**config.mk**
```make
export PLATFORM = sky130hd
export DESIGN_NAME = cpu_instr_sequencer
export DESIGN_NICKNAME = d
export VERILOG_FILES = /design/src/rtl/cpu_seq_pkg.sv /design/src/rtl/seq_prog_mem.sv /design/src/rtl/cpu_instr_sequencer.sv
export SDC_FILE = /design/constraint.sdc
export NUM_CORES = 1
export LEC_CHECK = 0
export CAP_MARGIN = 40
export CORE_MARGIN = 2
export CORE_UTILIZATION = 59
export CTS_BUF_LIST = sky130_fd_sc_hd__clkbuf_2
export DETAILED_ROUTE_END_ITERATION = 8
export HOLD_SLACK_MARGIN = 0.03
export PLACE_DENSITY = 0.9
export SLEW_MARGIN = 20
export SYNTH_ARGS = -nofsm -noshare
export SYNTH_HDL_FRONTEND = slang
export SYNTH_SLANG_ARGS = --single-unit
```
**constraint.sdc**
```tcl
create_clock -name clk -period 7.4 [get_ports clk]
set_input_delay 1.11 -clock clk [delete_from_list [all_inputs] [get_ports clk]]
set_output_delay 1.11 -clock clk [all_outputs]
set_load 0.005 [all_outputs]
```
**src/rtl/cpu_seq_pkg.sv**
```systemverilog
// Shared types and constants for the CPU program sequencer.
// SEQ_SINGLE_STEP_EN adds the PAUSE state used by single-step mode.
package cpu_seq_pkg;

  typedef enum logic [2:0] {
    ST_IDLE    = 3'd0,
    ST_CPU_RST = 3'd1,
    ST_ISSUE   = 3'd2,
    ST_HOLD    = 3'd3,
    ST_DONE    = 3'd4
`ifdef SEQ_SINGLE_STEP_EN
    ,
    ST_PAUSE   = 3'd5
`endif
  } seq_state_e;

  localparam logic [1:0] CLS_NOP   = 2'b00;
  localparam logic [1:0] CLS_ALU   = 2'b01;
  localparam logic [1:0] CLS_LOAD  = 2'b10;
  localparam logic [1:0] CLS_STORE = 2'b11;

  localparam int CLS_HI = 19;
  localparam int CLS_LO = 18;

  function automatic logic seq_is_busy(input seq_state_e s);
    return !((s == ST_IDLE) || (s == ST_DONE));
  endfunction

endpackage

```
**src/rtl/seq_prog_mem.sv**
```systemverilog
// Program store for the sequencer: synchronous write, combinational read.
module seq_prog_mem #(
  parameter int INSTR_WIDTH = 20,
  parameter int PROG_DEPTH  = 16,
  parameter int PC_BITS     = 4
) (
  input  logic                   clk,
  input  logic                   i_we,
  input  logic [PC_BITS-1:0]     i_waddr,
  input  logic [INSTR_WIDTH-1:0] i_wdata,
  input  logic [PC_BITS-1:0]     i_raddr,
  output logic [INSTR_WIDTH-1:0] o_rdata
);

  logic [INSTR_WIDTH-1:0] r_mem [PROG_DEPTH];

  always_ff @(posedge clk) begin
    if (i_we) r_mem[i_waddr] <= i_wdata;
  end

  assign o_rdata = r_mem[i_raddr];

endmodule

```
**src/rtl/cpu_instr_sequencer.sv**
```systemverilog
// Program sequencer: resets the CPU, then drives each stored instruction for a
// class-dependent number of cycles. Optional SEQ_SINGLE_STEP_EN adds step control.
module cpu_instr_sequencer
  import cpu_seq_pkg::*;
#(
  parameter int INSTR_WIDTH = 20,
  parameter int PROG_DEPTH  = 16,
  parameter int PC_BITS     = 4,
  parameter int RST_CYCLES  = 2,
  parameter int ALU_HOLD    = 4,
  parameter int LOAD_HOLD   = 5,
  parameter int STORE_HOLD  = 4
) (
  input  logic                   clk,
  input  logic                   rst_n,
  input  logic                   prog_we,
  input  logic [PC_BITS-1:0]     prog_addr,
  input  logic [INSTR_WIDTH-1:0] prog_data,
  input  logic [PC_BITS:0]       prog_len,
  input  logic                   start,
  input  logic                   stop,
`ifdef SEQ_SINGLE_STEP_EN
  input  logic                   step_mode,
  input  logic                   step,
`endif
  output logic                   cpu_rst,
  output logic [INSTR_WIDTH-1:0] instr_out,
  output logic                   instr_valid,
  output logic [PC_BITS-1:0]     pc,
  output logic                   busy,
  output logic                   done
);

  localparam int HW = 8;
  localparam int RW = (RST_CYCLES > 1) ? $clog2(RST_CYCLES) : 1;
  localparam logic [PC_BITS:0] DEPTH_L = (PC_BITS+1)'(PROG_DEPTH);

  seq_state_e             r_state, w_state_d;
  logic [PC_BITS:0]       r_len, w_len_d;
  logic [RW-1:0]          r_rst_cnt, w_rst_cnt_d;
  logic [HW-1:0]          r_hold, w_hold_d, w_hold_len;
  logic [PC_BITS-1:0]     r_pc, w_pc_d, w_raddr;
  logic [INSTR_WIDTH-1:0] r_instr, w_instr_d, w_rdata;
  logic                   r_valid, w_valid_d;
  logic                   r_cpu_rst, w_cpu_rst_d;
  logic                   r_busy, w_busy_d;
  logic                   r_done, w_done_d;
  logic                   w_mem_we, w_last;
  logic                   w_abort, w_finish, w_expire, w_advance;

  assign w_mem_we = prog_we && ((r_state == ST_IDLE) || (r_state == ST_DONE));
  // Only one read is needed per cycle: entry 0 on leaving reset, else the next pc.
  assign w_raddr  = (r_state == ST_CPU_RST) ? '0 : r_pc + PC_BITS'(1);
  assign w_last   = ({1'b0, r_pc} == (r_len - (PC_BITS+1)'(1)));

  seq_prog_mem #(
    .INSTR_WIDTH (INSTR_WIDTH),
    .PROG_DEPTH  (PROG_DEPTH),
    .PC_BITS     (PC_BITS)
  ) u_mem (
    .clk     (clk),
    .i_we    (w_mem_we),
    .i_waddr (prog_addr),
    .i_wdata (prog_data),
    .i_raddr (w_raddr),
    .o_rdata (w_rdata)
  );

  always_comb begin
    w_hold_len = HW'(1);
    unique case (r_instr[CLS_HI:CLS_LO])
      CLS_ALU:   w_hold_len = HW'(ALU_HOLD);
      CLS_LOAD:  w_hold_len = HW'(LOAD_HOLD);
      CLS_STORE: w_hold_len = HW'(STORE_HOLD);
      CLS_NOP:   w_hold_len = HW'(1);
    endcase
  end

  always_comb begin
    w_state_d   = r_state;
    w_len_d     = r_len;
    w_rst_cnt_d = r_rst_cnt;
    w_hold_d    = r_hold;
    w_pc_d      = r_pc;
    w_instr_d   = r_instr;
    w_valid_d   = r_valid;
    w_cpu_rst_d = r_cpu_rst;
    w_done_d    = 1'b0;
    w_abort     = 1'b0;
    w_finish    = 1'b0;
    w_expire    = 1'b0;
    w_advance   = 1'b0;

    unique case (r_state)
      ST_IDLE: begin
        if (start && !stop) begin
          w_state_d   = ST_CPU_RST;
          w_len_d     = (prog_len > DEPTH_L) ? DEPTH_L : prog_len;
          w_rst_cnt_d = RW'(RST_CYCLES - 1);
          w_cpu_rst_d = 1'b1;
        end
      end
      ST_CPU_RST: begin
        if (stop) begin
          w_abort = 1'b1;
        end else if (r_rst_cnt == '0) begin
          w_cpu_rst_d = 1'b0;
          if (r_len == '0) begin
            w_finish = 1'b1;
          end else begin
            w_state_d = ST_ISSUE;
            w_pc_d    = '0;
            w_instr_d = w_rdata;
            w_valid_d = 1'b1;
          end
        end else begin
          w_rst_cnt_d = r_rst_cnt - RW'(1);
        end
      end
      // The ISSUE cycle is the first of the instruction's hold cycles.
      ST_ISSUE: begin
        if (stop) begin
          w_abort = 1'b1;
        end else if (w_hold_len <= HW'(1)) begin
          w_expire = 1'b1;
        end else begin
          w_hold_d  = w_hold_len - HW'(1);
          w_state_d = ST_HOLD;
        end
      end
      ST_HOLD: begin
        if (stop) begin
          w_abort = 1'b1;
        end else if (r_hold <= HW'(1)) begin
          w_expire = 1'b1;
        end else begin
          w_hold_d = r_hold - HW'(1);
        end
      end
`ifdef SEQ_SINGLE_STEP_EN
      ST_PAUSE: begin
        if (stop) w_abort = 1'b1;
        else if (step) w_advance = 1'b1;
      end
`endif
      ST_DONE: w_state_d = ST_IDLE;
      default: w_state_d = ST_IDLE;
    endcase

`ifdef SEQ_SINGLE_STEP_EN
    if (w_expire) begin
      if (step_mode) begin
        w_state_d = ST_PAUSE;
        w_valid_d = 1'b0;
      end else begin
        w_advance = 1'b1;
      end
    end
`else
    w_advance = w_expire;
`endif

    if (w_advance) begin
      if (w_last) begin
        w_finish = 1'b1;
      end else begin
        w_state_d = ST_ISSUE;
        w_pc_d    = r_pc + PC_BITS'(1);
        w_instr_d = w_rdata;
        w_valid_d = 1'b1;
      end
    end

    if (w_abort || w_finish) begin
      w_state_d   = ST_DONE;
      w_instr_d   = '0;
      w_valid_d   = 1'b0;
      w_cpu_rst_d = 1'b0;
      w_done_d    = 1'b1;
    end

    w_busy_d = seq_is_busy(w_state_d);
  end

  always_ff @(posedge clk or negedge rst_n) begin
    if (!rst_n) begin
      r_state   <= ST_IDLE;
      r_len     <= '0;
      r_rst_cnt <= '0;
      r_hold    <= '0;
      r_pc      <= '0;
      r_instr   <= '0;
      r_valid   <= 1'b0;
      r_cpu_rst <= 1'b0;
      r_busy    <= 1'b0;
      r_done    <= 1'b0;
    end else begin
      r_state   <= w_state_d;
      r_len     <= w_len_d;
      r_rst_cnt <= w_rst_cnt_d;
      r_hold    <= w_hold_d;
      r_pc      <= w_pc_d;
      r_instr   <= w_instr_d;
      r_valid   <= w_valid_d;
      r_cpu_rst <= w_cpu_rst_d;
      r_busy    <= w_busy_d;
      r_done    <= w_done_d;
    end
  end

  assign cpu_rst     = r_cpu_rst;
  assign instr_out   = r_instr;
  assign instr_valid = r_valid;
  assign pc          = r_pc;
  assign busy        = r_busy;
  assign done        = r_done;

endmodule

```
==> flow_summary.json, run 1 <==
{
  "outcome": "finished, final reports clean",
  "startpoint_type": "register",
  "grt_pass1_wl_microns": 56000,
  "rsz0062_at_grt": "false",
  "routed_via_density": 6.62,
  "gr-usage-all-layers": 0.281,
  "cts_tree": "yes",
  "yosysWarnings": 0,
  "grt_start_max_net_pins": 71,
  "tightest_slew_ns": 0.917,
  "synth_cells": 1001,
  "cp.depth": 1,
  "start_util": 0.598,
  "yosys-top-cells-area": "edfxtp_1 64%, dfrtp_1 7.5%, o221ai_1 4.6%",
  "synth_area_sq_um": 15000,
  "clk_transition_reported_paths_ns": 0.11,
  "clock_sinks": 365,
  "timing.fmax_mhz": 275,
  "timing.rr.end": "instr_out[0]",
  "crit_chain": "clkdlybuf4s50_1",
  "fin_cells": 1508,
  "cp-end-kind": "output port",
  "slew_viol_final": 0,
  "setup_viol": 0,
  "rows": 58,
  "criticalPathCategory": "register to output port",
  "rr_worst_depth": 6,
  "ir_worst_vdd_v": 0.000294,
  "setup_ws_ns": 3.76,
  "setup_tns_ns": 0,
  "cp_slowest_cell": "dfrtp_4",
  "worstPathArrival_ns": 2.53,
  "vias": 9979,
  "worst_r2r_startpoint": "pc[0]",
  "grt_pass1_vias": 10006,
  "cts.hold.buffers_added": 0,
  "crit_end": "pc[0]",
  "power_mw": 6.11,
  "final_cell_mix": "320 x edfxtp_1, 123 x clkbuf_2, 83 x o21ai_0, 79 x o221ai_1, 60 x clkdlybuf4s50_1",
  "ys_types": 56,
  "use_met2": 0.442,
  "drt_iter0_drc": 1666,
  "nNetsFinal": 1149,
  "avgSynthCellArea_sq_um": 15.0,
  "fin_skew_ns": 0.0554,
  "synth_nets": 1039,
  "drv_cap": 0,
  "switching_share": 0.387,
  "yosysTopAreaCellShare": 0.642,
  "hp-class": "primary input to async pin",
  "synth_seq_area_share": 0.717,
  "r2r_slack_ns": 3.84,
  "crit_buf_inv": 1,
  "wire_per_inst_microns": 24.5,
  "worstSkewPairLatency_ns": 0.89,
  "fill_cells": 1582,
  "synth_ff_type": "edfxtp_1",
  "slowest_delay_ns": 0.96,
  "cts_buffers": 85,
  "max_slew_margin": 0.387,
  "synth_seq_cells": 365,
  "antenna_found_initial": 3,
  "drive_gt1_frac": 0.196,
  "core_sq_um": 25000,
  "place_congestion": 0.835,
  "grtUsageMet1": 0.373,
  "critPathLaunch": "pc[0]",
  "pre_cts_slack_ns": 3.95,
  "dieWidth_microns": 163,
  "p_int_mw": 3.75,
  "cts_resized": 0,
  "drt_wl_total_microns": 36900,
  "remaining_drc_errors": 0,
  "clockBufferDepth": 3,
  "critical_path.max_fanout": 70,
  "powerDensity_nw_per_um2": 364,
  "clkPwrFrac": 0.211,
  "async_flop_share": 0.123,
  "dpl.cell_count": 1354,
  "cellLeakagePower_nw": 5.68,
  "syn2layout_area_growth_pct": 12.3,
  "synth_edf_count": 320,
  "layout_commonest_cell": "edfxtp_1",
  "path_delay_family": "flip-flops",
  "timing.final.crit_share": 0.492,
  "h-tree-depth": 3,
  "power_frac_comb": 0.376,
  "ioPinCount": 62,
  "die_area_sq_um": 26700,
  "grt-ovfl-total": 0,
  "cts_root_buf": "clkbuf_2",
  "first_pass_iters": 6,
  "switchingPower_mw": 2.37,
  "post_cts.repair.setup_buffers": 0,
  "port_buffers": 61,
  "die_h_microns": 163,
  "drtAntennaViolNets": 0,
  "hpwl_microns": 20200,
  "power_frac_seq": 0.413,
  "global_route.usage.met3": 0.0780,
  "worstPathRequired_ns": 6.29,
  "finalCriticalPeriod_ns": 3.64,
  "top_usage_layer": "met2",
  "yosysTopAreaCell": "edfxtp_1",
  "hold_viol": 0
}
==> metal layers <==
metal,up-vias,share of wire
met5,-,0
met4,0,0.029
met3,96,0.13
met2,830,0.47
met1,4821,0.37
li1,4232,-
==> layout make-up <==
type                       count  area, sq um  area share
antenna                        2         5.00    0.000298
clock buffer                 123          616      0.0366
clock inverter                29          184      0.0109
inverter                       8         30.0     0.00179
multi-input combinational    560         3980       0.236
sequential                   365        10700       0.639
tap                          330          413      0.0246
timing repair buffer          91          851      0.0506
==> worst register-to-register path, delay by kind of cell (launching register included) <==
| family | cells | cell delay [ns] |
|---|---|---|
| fa+ha+maj | 1 | 0.80 |
| buf+inv | 1 | 0.39 |
| compound gates | 3 | 0.83 |
| simple gates | 1 | 0.45 |
| flops | 1 | 0.96 |
==> power by group through the flow <==
stage	Combinational, mW	Clock (mW)	Sequential, mW
after floorplan	1.58	0	2.48
after global placement	2.12	0	2.56
after detailed placement	2.23	0	2.57
after CTS	2.24	1.31	2.52
after global routing	2.44	1.42	2.54
final	2.30	1.29	2.52
==> stage by stage <==
step | cell area (sq um) | util | hold slack, ns
6_report | 16800 | 0.672 | 0.353
5_1_grt | 16800 | 0.671 | 0.314
4_1_cts | 16800 | 0.671 | 0.299
3_5_place_dp | 16000 | 0.639 | 0.488
3_3_place_gp | 16000 | 0.638 | 0.479
2_1_floorplan | 15000 | - | 0.489
==> Yosys cell counts, types with 2 or more instances <==
cell type and instances:
or3_1 42, o211ai_1 3, a31oi_1 2, o21ai_0 83, nor2_1 33, buf_1 4
buf_6 2, nand3_1 5, nand4_1 2, edfxtp_1 320, ha_1 4, xnor2_1 6
o22ai_1 2, nand2b_1 45, nand2_1 54, mux2_2 41, nand3b_1 3, clkbuf_1 44
mux2i_1 41, inv_1 8, a32o_1 20, buf_2 15, xor2_1 6, o22a_1 2
dfrtp_1 45, o21ai_1 4, a21oi_1 44, nor2b_1 2, a21o_1 3, nor3_1 10
o221ai_1 79, buf_4 3
==> state kept, by name, summed over array words and instances (netlist names) <==
register	count
busy	1
cpu_rst	1
done	1
instr_out	20
instr_valid	1
pc	4
r_hold	8
r_len	5
r_rst_cnt	1
r_state	3
u_mem.r_mem	320
==> cell families after synthesis <==
logic type / after synthesis / share of synthesized area
adder cells (fa/ha/maj): 4 / 0.00334
AO/OA/AOI/OAI: 250 / 0.115
flip-flops: 365 / 0.717
XOR/XNOR: 12 / 0.00702
buffers and inverters: 76 / 0.0221
multiplexers: 82 / 0.0583
AND/OR/NAND/NOR: 212 / 0.0768
==> how the worst min path moves through the flow <==
stage            startpoint            to  slack (ns)  depth (start not counted)
3_5_place_dp   instr_out[9]  instr_out[9]        0.49                          1
2_1_floorplan      r_len[4]      r_len[4]        0.49                          2
4_1_cts               rst_n  instr_out[7]        0.30                          2
3_3_place_gp   instr_out[9]  instr_out[9]        0.48                          1
5_1_grt               rst_n  instr_out[7]        0.31                          2
6_report              rst_n  instr_out[7]        0.35                          2
No activity file was read; power rests on OpenSTA's default activity.
==> run 2, diff against run 1 <==
clock period = 3.4 ns   (was 7.4 ns; I/O delays follow)
==> run 2 against run 1 <==
Worst hold slack lost 0.15 ns. Utilization rose by 0.45 points. Critical path depth is 1 higher. Critical path type unchanged. Final cell count increased by 0.33%. Clock skew grew 0.033 ns. Count of clock-buffer cells in the layout is 4 lower. Sequential share of layout area is 0.42 points lower. Sequential power grew 110%. First-iteration DRC count is 1.5% lower. Global-route usage up 0.057 points.
==> flow_summary.json, run 2 (same netlist as run 1, synthesis figures left out) <==
{
  "syn2layout_area_growth_pct": 13.1,
  "dieWidth_microns": 163,
  "rows": 58,
  "drt_iter0_drc": 1641,
  "cts_buffers": 83,
  "max_slew_margin": 0.484,
  "die_area_sq_um": 26700,
  "wire_per_inst_microns": 24.6,
  "timing.final.crit_share": 0.879,
  "ioPinCount": 62,
  "grt-ovfl-total": 0,
  "outcome": "finished, final reports clean",
  "gr-usage-all-layers": 0.282,
  "crit_chain": "buf_12 -> clkdlybuf4s50_1",
  "vias": 10016,
  "cts.hold.buffers_added": 1,
  "criticalPathCategory": "register to output port",
  "grt_start_max_net_pins": 167,
  "core_sq_um": 25000,
  "routed_via_density": 6.62,
  "hpwl_microns": 22000,
  "timing.rr.end": "instr_out[4]",
  "cts_root_buf": "clkbuf_2",
  "largest-register": "u_mem.r_mem",
  "worstPathRequired_ns": 2.89,
  "drv_cap": 0,
  "hp-class": "primary input to register",
  "antenna_found_initial": 2,
  "crit_buf_inv": 2,
  "min_from": "prog_len[3]",
  "drtAntennaViolNets": 0,
  "startpoint_type": "register",
  "worst_r2r_startpoint": "pc[0]",
  "drt_wl_total_microns": 37200,
  "cellLeakagePower_nw": 5.75,
  "path_delay_family": "buffers and inverters",
  "cp_slowest_cell": "clkdlybuf4s50_1",
  "layout_commonest_cell": "edfxtp_1",
  "rsz0062_at_grt": "false",
  "ir_worst_vdd_v": 0.000609,
  "whs_path_depth": 3,
  "slowest_delay_ns": 0.66,
  "clockBufferDepth": 3,
  "h-tree-depth": 3,
  "power_frac_seq": 0.394,
  "r2r_slack_ns": 0.68,
  "powerDensity_nw_per_um2": 807,
  "remaining_drc_errors": 0,
  "timing.fmax_mhz": 334,
  "power_frac_comb": 0.391,
  "start_util": 0.598,
  "switchingPower_mw": 5.28,
  "setup_viol": 0,
  "clk_transition_reported_paths_ns": 0.11,
  "clkPwrFrac": 0.215,
  "pre_cts_slack_ns": 0.742,
  "cp-end-kind": "output port",
  "slew_viol_final": 0,
  "final_cell_mix": "320 x edfxtp_1, 119 x clkbuf_2, 83 x o21ai_0, 79 x o221ai_1, 60 x clkdlybuf4s50_1",
  "switching_share": 0.386,
  "cts_tree": "yes",
  "nNetsFinal": 1158,
  "setup_tns_ns": 0,
  "clock_sinks": 365,
  "p_int_mw": 8.38,
  "largest_reg_flops": 320,
  "rr_worst_depth": 6,
  "post_cts.repair.setup_buffers": 0,
  "die_h_microns": 163,
  "critical_path.max_fanout": 166,
  "first_pass_iters": 6,
  "finalCriticalPeriod_ns": 2.99,
  "worstSkewPairLatency_ns": 0.91,
  "grt_pass1_wl_microns": 56200,
  "place_congestion": 0.897,
  "cp.depth": 2,
  "hold_viol": 0,
  "tightest_slew_ns": 0.773,
  "setup_ws_ns": 0.410,
  "drive_gt1_frac": 0.201,
  "worstPathArrival_ns": 2.48,
  "cts_resized": 0,
  "hold_path_end": "r_len[3]",
  "fin_skew_ns": 0.0887,
  "grt_pass1_vias": 9940,
  "port_buffers": 61
}
## run 2: changes by cell type in the layout (fill, tap and decap cells not counted), sizes merged, moves of 2 or more
| cell | delta |
|---|---|
| clkbuf | -4 |
| buf | +10 |
| bufinv | +2 |
| clkinvlp | -2 |
## run 2: worst reg2reg max path, delay by kind of cell (launching register included)
| kind | cells | cell delay (ns) |
|---|---|---|
| compound gates | 2 | 0.64 |
| simple gates | 2 | 0.74 |
| flops | 1 | 0.47 |
| buf+inv | 1 | 0.53 |
| xor+xnor | 1 | 0.28 |
## run 2: metal layers
layer | GRT usage | vias to the layer above | share of wire
li1 | - | 4227 | -
met1 | 0.379 | 4772 | 0.36
met2 | 0.427 | 895 | 0.46
met3 | 0.0861 | 122 | 0.14
met4 | 0.130 | 0 | 0.036
met5 | 0 | - | 0
## run 2: layout make-up
type | count | area [sq um]
multi-input cells | 560 | 3980
diodes | 1 | 2.50
clock buffers | 119 | 596
well taps | 330 | 413
repair buffers | 102 | 948
inverters | 8 | 30.0
fillers | 1544 | 8110
flip-flops and latches | 365 | 10700
clock inverters | 28 | 221
## run 2: power by group through the flow
stage | Sequential, mW | Combinational, mW | Clock (mW)
6_report | 5.39 | 5.34 | 2.94
5_1_grt | 5.41 | 5.64 | 3.16
4_1_cts | 5.38 | 5.17 | 2.95
3_5_place_dp | 5.48 | 5.11 | 0
3_3_place_gp | 5.46 | 4.88 | 0
2_1_floorplan | 5.39 | 3.43 | 0
## run 2: metrics by stage
step,total power [mW],utilization,std cells,hold slack [ns],area [sq um]
finish,13.7,0.676,1513,0.200,16900
global route,14.2,0.676,1513,0.191,16900
CTS,13.5,0.676,1512,0.154,16900
detailed placement,10.6,0.643,1364,0.508,16100
global placement,10.3,0.642,1363,0.481,16100
floorplan,8.82,-,1001,0.214,15000
## run 2: how the worst max path moves through the flow
stage,from,end
2_1_floorplan,r_state[0],u_mem.r_mem[0][0]
3_3_place_gp,stop,instr_out[0]
3_5_place_dp,stop,r_hold[7]
4_1_cts,pc[0],pc[0]
5_1_grt,pc[0],pc[0]
6_report,pc[0],pc[0]
